<file path="config.mk">
export PLATFORM = sky130hd
export DESIGN_NAME = decryption_fsm
export DESIGN_NICKNAME = d
export VERILOG_FILES = /design/src/rtl/decryption_fsm.sv
export SDC_FILE = /design/constraint.sdc
export NUM_CORES = 1
export LEC_CHECK = 0
export CORE_AREA = 2 2 53 55
export DETAILED_ROUTE_END_ITERATION = 12
export DIE_AREA = 0 0 55 57
export PLACE_DENSITY = 0.84
export SYNTH_ARGS = -nofsm -noshare
export SYNTH_HDL_FRONTEND = slang
export SYNTH_SLANG_ARGS = --single-unit
</file>
<file path="constraint.sdc">
create_clock -name clk -period 2.6 [get_ports clk]
set_input_delay 0.26 -clock clk [delete_from_list [all_inputs] [get_ports clk]]
set_output_delay 0.26 -clock clk [all_outputs]
set_load 0.05 [all_outputs]
</file>
<file path="src/rtl/decryption_fsm.sv">
// Control FSM for the AES-128 inverse cipher datapath: forward key expansion to
// the final round key, then initial AddRoundKey, nine inverse mid rounds and an inverse last round.
package fsm_dec_pkg;
  typedef enum logic [2:0] {
    IDLE          = 3'd0,
    KEY_EXPAND    = 3'd1,
    INITIAL_ROUND = 3'd2,
    MID_ROUND     = 3'd3,
    LAST_ROUND    = 3'd4
  } dec_state_e;
endpackage

module decryption_fsm
  import fsm_dec_pkg::*;
#(
  parameter int NR                = 10,
  parameter int MID_ROUND_CYCLES  = 3,
  parameter int LAST_ROUND_CYCLES = 2
) (
  input  logic       clk,
  input  logic       reset,
  input  logic       start,
  output logic       load_data,
  output logic       key_step,
  output logic       key_dir,
  output logic [3:0] round_key_idx,
  output logic       inv_sub_shift_en,
  output logic       add_key_en,
  output logic       inv_mix_en,
  output logic [3:0] round_count,
  output logic [1:0] round_cycle_count,
  output logic       busy,
  output logic       done
);

  localparam logic [3:0] KEY_END  = 4'(NR - 1);
  localparam logic [3:0] MID_END  = 4'(MID_ROUND_CYCLES - 1);
  localparam logic [3:0] LAST_END = 4'(LAST_ROUND_CYCLES - 1);
  localparam logic [3:0] MID_LAST = 4'(NR - 1);

  dec_state_e state;
  logic [3:0] cyc;

  // Handshake: start is a request sampled only while busy=0 (IDLE); the cycle it is
  // sampled high, load_data pulses and the run begins. No deassertion is needed to re-arm.
  assign load_data         = start && (state == IDLE);
  assign busy              = (state != IDLE);
  assign round_cycle_count = cyc[1:0];

  // Each branch sets the registered enables that belong to the cycle being entered.
  always_ff @(posedge clk) begin
    if (reset) begin
      state            <= IDLE;
      cyc              <= 4'd0;
      round_count      <= 4'd0;
      round_key_idx    <= 4'd0;
      key_step         <= 1'b0;
      key_dir          <= 1'b0;
      inv_sub_shift_en <= 1'b0;
      add_key_en       <= 1'b0;
      inv_mix_en       <= 1'b0;
      done             <= 1'b0;
    end else begin
      done             <= 1'b0;
      key_step         <= 1'b0;
      key_dir          <= 1'b0;
      inv_sub_shift_en <= 1'b0;
      add_key_en       <= 1'b0;
      inv_mix_en       <= 1'b0;
      case (state)
        IDLE: begin
          if (start) begin
            state         <= KEY_EXPAND;
            cyc           <= 4'd0;
            round_count   <= 4'd0;
            round_key_idx <= 4'd0;
            key_step      <= 1'b1;
          end
        end
        KEY_EXPAND: begin
          round_key_idx <= round_key_idx + 4'd1;
          if (cyc == KEY_END) begin
            state      <= INITIAL_ROUND;
            cyc        <= 4'd0;
            add_key_en <= 1'b1;
          end else begin
            cyc      <= cyc + 4'd1;
            key_step <= 1'b1;
          end
        end
        INITIAL_ROUND: begin
          state            <= MID_ROUND;
          round_count      <= 4'd1;
          cyc              <= 4'd0;
          inv_sub_shift_en <= 1'b1;
          key_step         <= 1'b1;
          key_dir          <= 1'b1;
        end
        MID_ROUND: begin
          if (cyc == MID_END) begin
            cyc              <= 4'd0;
            round_count      <= round_count + 4'd1;
            inv_sub_shift_en <= 1'b1;
            key_step         <= 1'b1;
            key_dir          <= 1'b1;
            if (round_count == MID_LAST) begin
              state <= LAST_ROUND;
            end
          end else begin
            cyc <= cyc + 4'd1;
            if (cyc == 4'd0) begin
              // Inverse key step issued this cycle lands before the AddRoundKey cycle.
              round_key_idx <= round_key_idx - 4'd1;
              add_key_en    <= 1'b1;
            end else begin
              inv_mix_en <= 1'b1;
            end
          end
        end
        LAST_ROUND: begin
          if (cyc == LAST_END) begin
            state       <= IDLE;
            cyc         <= 4'd0;
            round_count <= 4'd0;
            done        <= 1'b1;
          end else begin
            cyc           <= cyc + 4'd1;
            round_key_idx <= round_key_idx - 4'd1;
            add_key_en    <= 1'b1;
          end
        end
        default: begin
          state <= IDLE;
          cyc   <= 4'd0;
        end
      endcase
    end
  end

endmodule

</file>
# == Word-level counts from Yosys, hierarchy flattened ==
# Index checks and enable logic that the tools add are counted.
# word_totals
ff_bits,20
input_bits,3
out_inout_bits,18
# classes
bitwise,2
eq_ne,16
addsub,4
reduce_logical,11
muxes,30
# ops
cell,count
$pmux 4 s4,3
$mux 4,9
$ne 2x2->1 const B,8
$mux 3,5
$pmux 3 s5,1
$add 4x1->4 const B,3
$reduce_and 5->1,2
$mux 1,9
$eq 4x4->1 const B,2
$reduce_bool 4->1,2
$eq 3x2->1 const B,2
$eq 4x1->1 const B,1
$eq 4x2->1 const B,1
$logic_not 4->1,1
$pmux 1 s4,1
$reduce_and 4->1,1
$sub 4x1->4 const B,1
$eq 3x1->1 const B,1
$eq 3x3->1 const B,1
$logic_not 3->1,1
$pmux 1 s3,1
$reduce_bool 3->1,1
$reduce_or 3->1,1
$not 1->1,2
other kinds (3),3

# == Logic depth before layout (Yosys ltp) ==
# logic_depth
depth_word,4
mapped_depth,9
depth_no_buf,8

# == Least setup slack after synthesis ==
# OpenSTA, ideal clock, no wires.
# synth_path
path_type,reg-to-reg
startpoint,register state[0]
endpoint,register round_key_idx[3]
setup_time_ns,0.091
setup_slack_ns,0.441
path_buffers,1
stages_incl_launch_ff,10
period_less_slack_ns,2.159
t_arrival_ns,2.068
required_time_ns,2.509
path_cell_list,dfxtp_1 or3b_2 clkbuf_1 o21ai_2 ha_1 a21o_1 a21oi_1 xnor2_1 a21oi_1 a311oi_1
# synth_via
elab_chain_len,3
# synth_rtl
item,line_no,text
start: declaration,41,dec_state_e state;
start signal: assignment,53,state <= IDLE;
start signal: assignment,73,state <= KEY_EXPAND;
start signal: assignment,83,state <= INITIAL_ROUND;
"$eq 3x3->1, or another cell as far along",70,case (state)
$ne 2x2->1 (no line) / $reduce_bool 4->1 (equally long branches),--,
$reduce_and 5->1 (no line),--,
end signal: assignment,81,round_key_idx <= round_key_idx + 4'd1;
end signal: assignment,113,round_key_idx <= round_key_idx - 4'd1;
end signal: assignment,128,round_key_idx <= round_key_idx - 4'd1;
end: declaration,26,"output logic [3:0] round_key_idx,"
# Several ways; a longest one is shown, not always the timed one.
# A chain may end at the register's enable or synchronous reset.

# == Final worst setup path ==
# layout_path
startpoint,register state[1]
endpoint,output busy
# layout_via
elab_chain_len,1
# layout_rtl
item,line_no,text
$reduce_bool 3->1,47,assign busy = (state != IDLE);
end: declaration,32,"output logic busy,"
# Every way passes these cells.

==> metrics.md <==
| Metric | Value |
|---|---|
| Count leader, synth | dfxtp_1 |
| Fin cells | between 150 and 200 |
| DRC violations left | 0 |
| Gr ovfl total | 0 |
| Max Fclk | between 0.4 and 0.5 GHz |
| Die area | roughly 0.0031 sq mm |
| Register area share after synthesis | 31.7% |
| Initial antenna violation count | 0 |
| Die width | about 55 microns |
| HP Class | reg2reg |
| FF+latch count, synth | 20 |
| CTS Buf Count | 3 |
| Startpoint types | flip-flop |
| Final Max Slew Viols | 0 |
| WP data required | between 2000 and 2500 ps |
| Placement Rows | 19 |
| Final ANT Viol Nets | 0 |
| Ant diodes | 0 |
| Critical path endpoint category | output port |
| Pre-antenna DRT Iters | 4 |
| Final TNS setup | 0 ps |
| HPWL after DPL | about 2100 microns |
| Clock Tree Root | clkbuf_4 |
| Via Count | ~1.2k |
| Yosys top cell area share | between 30% and 40% |
| Die height | around 57 microns |
| # placed instances | between 150 and 200 |
| IO Count | 21 |
| Post-synthesis cell type with the largest combined area | dfxtp_1 |
| Largest net degree at the start of global routing | 20 |
| Layout area overhead | 16.1% |
| Post-Route WL | 2880 microns |
| Post-cts hold buffer count | 0 |
| Top FF cell, synth | dfxtp_1 |
| Setup violators final | 0 |
| Setup repair bufs after CTS | 0 |
| Post-CTS sizing | 0 |
| Mean post-synth cell area | approximately 8.4 sq um |
| Period Utilization, post-route | between 90% and 100% |
| GRT Total Usage | around a fifth |
| FF/Latch Area | roughly 400 sq um |
| Status | complete, no violations |
| Layout cells sized above 1 | about a tenth |
| Leakage | 0.581 nW |
| Syn_nets | around 160 |
| TritonCTS Sinks | 20 |
| Input/output buffers | 20 |
| Area of the multi-input gates | 737 sq um |
| Cells after synthesis | between 150 and 200 |
| Tmin final | around 2500 ps |
| Pwr per Cell Area | ~590 mW/mm^2 |
| Worst endpoint data arrival time | ~2200 ps |
| Post-synth EDFFs | 0 |
| Max Cap Viol | 0 |
| Starting DRT DRC Count | 43 |
| Routed WL per cell | approximately 15 microns |
| Ranking of synthesized cells by area | dfxtp_1 32%, ha_1 4.0%, a21oi_1 3.6%, nor2_1 3.3%, nand2_1 3.0% |
| Async set-reset flop share out of synthesis | 0% |
| Top cells by count, synth | 20 x dfxtp_1, 11 x nor2_1, 10 x nand2_1 |
| Initial Utilization | between 40% and 50% |
| CTS tree | built |
| Post-synth cell types | 51 |
| CTS max path bufs | 2 |
| Number of global-route vias before repair | about 1.0k |
| Worst slew margin | 64.2% |
| CP max FO | 14 |
| Htree depth | 1 |
| CTS clk-pin slew, worst paths | 120 ps |
| Worst VDD drop | around 0.39 mV |
| Clock skew | between 7 and 8 ps |
| NumNets Final | 172 |
| Worst hold margin | slightly below 500 ps |
| Syn Std Cell Area | 0.00126 sq mm |
| Yosys warning count | 0 |
| Slew @ Worst Pin | about 530 ps |
| GPL Wtd Cong | approximately 0.93 |
| Unrepaired setup endpoints after global routing | no |
| Clk_lat worst skew | ~300 ps |
| Core Region | ~0.0026 sq mm |
| Total power | 0.000871 W |
| Fin. Hold Viols | 0 |
| First-pass GRT wire length | around 4600 microns |
| Critical path class | reg2out |
| Fill count | 253 |
| Drt via density | approximately 6 |
## report_power, final
group	switching, W	internal (W)
Sequential	0.0000250	0.000324
Combinational	0.000219	0.000120
Clock	0.0000970	0.0000854
## path summary, 6_finish.rpt
kind	from	end	slack [ps]	depth (start not counted)
setup / recovery	state[1]	busy	140	3
hold / removal	round_key_idx[3]	round_key_idx[3]	490	1
setup reg to reg	state[1]	round_key_idx[3]	190	8
hold reg to reg	round_key_idx[3]	round_key_idx[3]	490	1
## worst max-delay path, cell delays in order (launching register included)
cell and delay [ps]:
dfxtp_1 590, inv_1 280, nand3_1 190, clkdlybuf4s50_1 830
## cell families (layout without fill, tap and decap cells)
| family | count (synthesis) | after routing | share of synthesized area (%) |
|---|---|---|---|
| AND/OR/NAND/NOR | 54 | 54 | 24.9 |
| adder cells (fa/ha/maj) | 5 | 5 | 5.54 |
| XOR/XNOR | 4 | 4 | 2.77 |
| flip-flops | 20 | 20 | 31.7 |
| AO/OA/AOI/OAI | 42 | 42 | 23.4 |
| multiplexers | 2 | 2 | 1.58 |
| buffers and inverters | 24 | 36 | 10.1 |
## per-stage QoR
stage	setup slack (ps)	area, sq um	utilization, %
after floorplan	441	1260	-
after detailed placement	281	1430	54.8
final	141	1470	56.2
after global routing	33.9	1470	56.2
after CTS	146	1470	56.2
after global placement	361	1430	54.8
## area by class of cell
class	count	share of cell area (%)
Clock buffer	4	2.47
Inverter	9	2.30
Multi-Input combinational cell	107	50.2
Sequential cell	20	27.3
Tap cell	31	2.64
Timing Repair Buffer	23	15.2
## state kept, by name (all words and copies together), names as in the netlist
register / flops
round_key_idx: 4
round_count: 4
inv_sub_shift_en: 1
add_key_en: 1
inv_mix_en: 1
state: 3
cyc: 4
done: 1
key_step: 1
## layout by cell type (no fill, tap or decap), types with 4 or more instances in the layout
master / instances
inv_1: 9
o21ai_0: 6
ha_1: 4
a21o_1: 4
a21oi_1: 9
nor2_1: 11
clkdlybuf4s50_1: 20
nor3_1: 7
dfxtp_1: 20
nand2_1: 10
## layer usage
metal / GRT usage [%] / wire length, microns / vias to the layer above / share of wire [%]
met5: 0 / 0 / - / 0
met4: 9.06 / 60 / 0 / 2.1
met3: 1.83 / 152 / 7 / 5.3
met1: 26.8 / 1190 / 546 / 41
li1: - / - / 559 / -
met2: 31.6 / 1470 / 41 / 51
(Power assumes the default switching activity.)
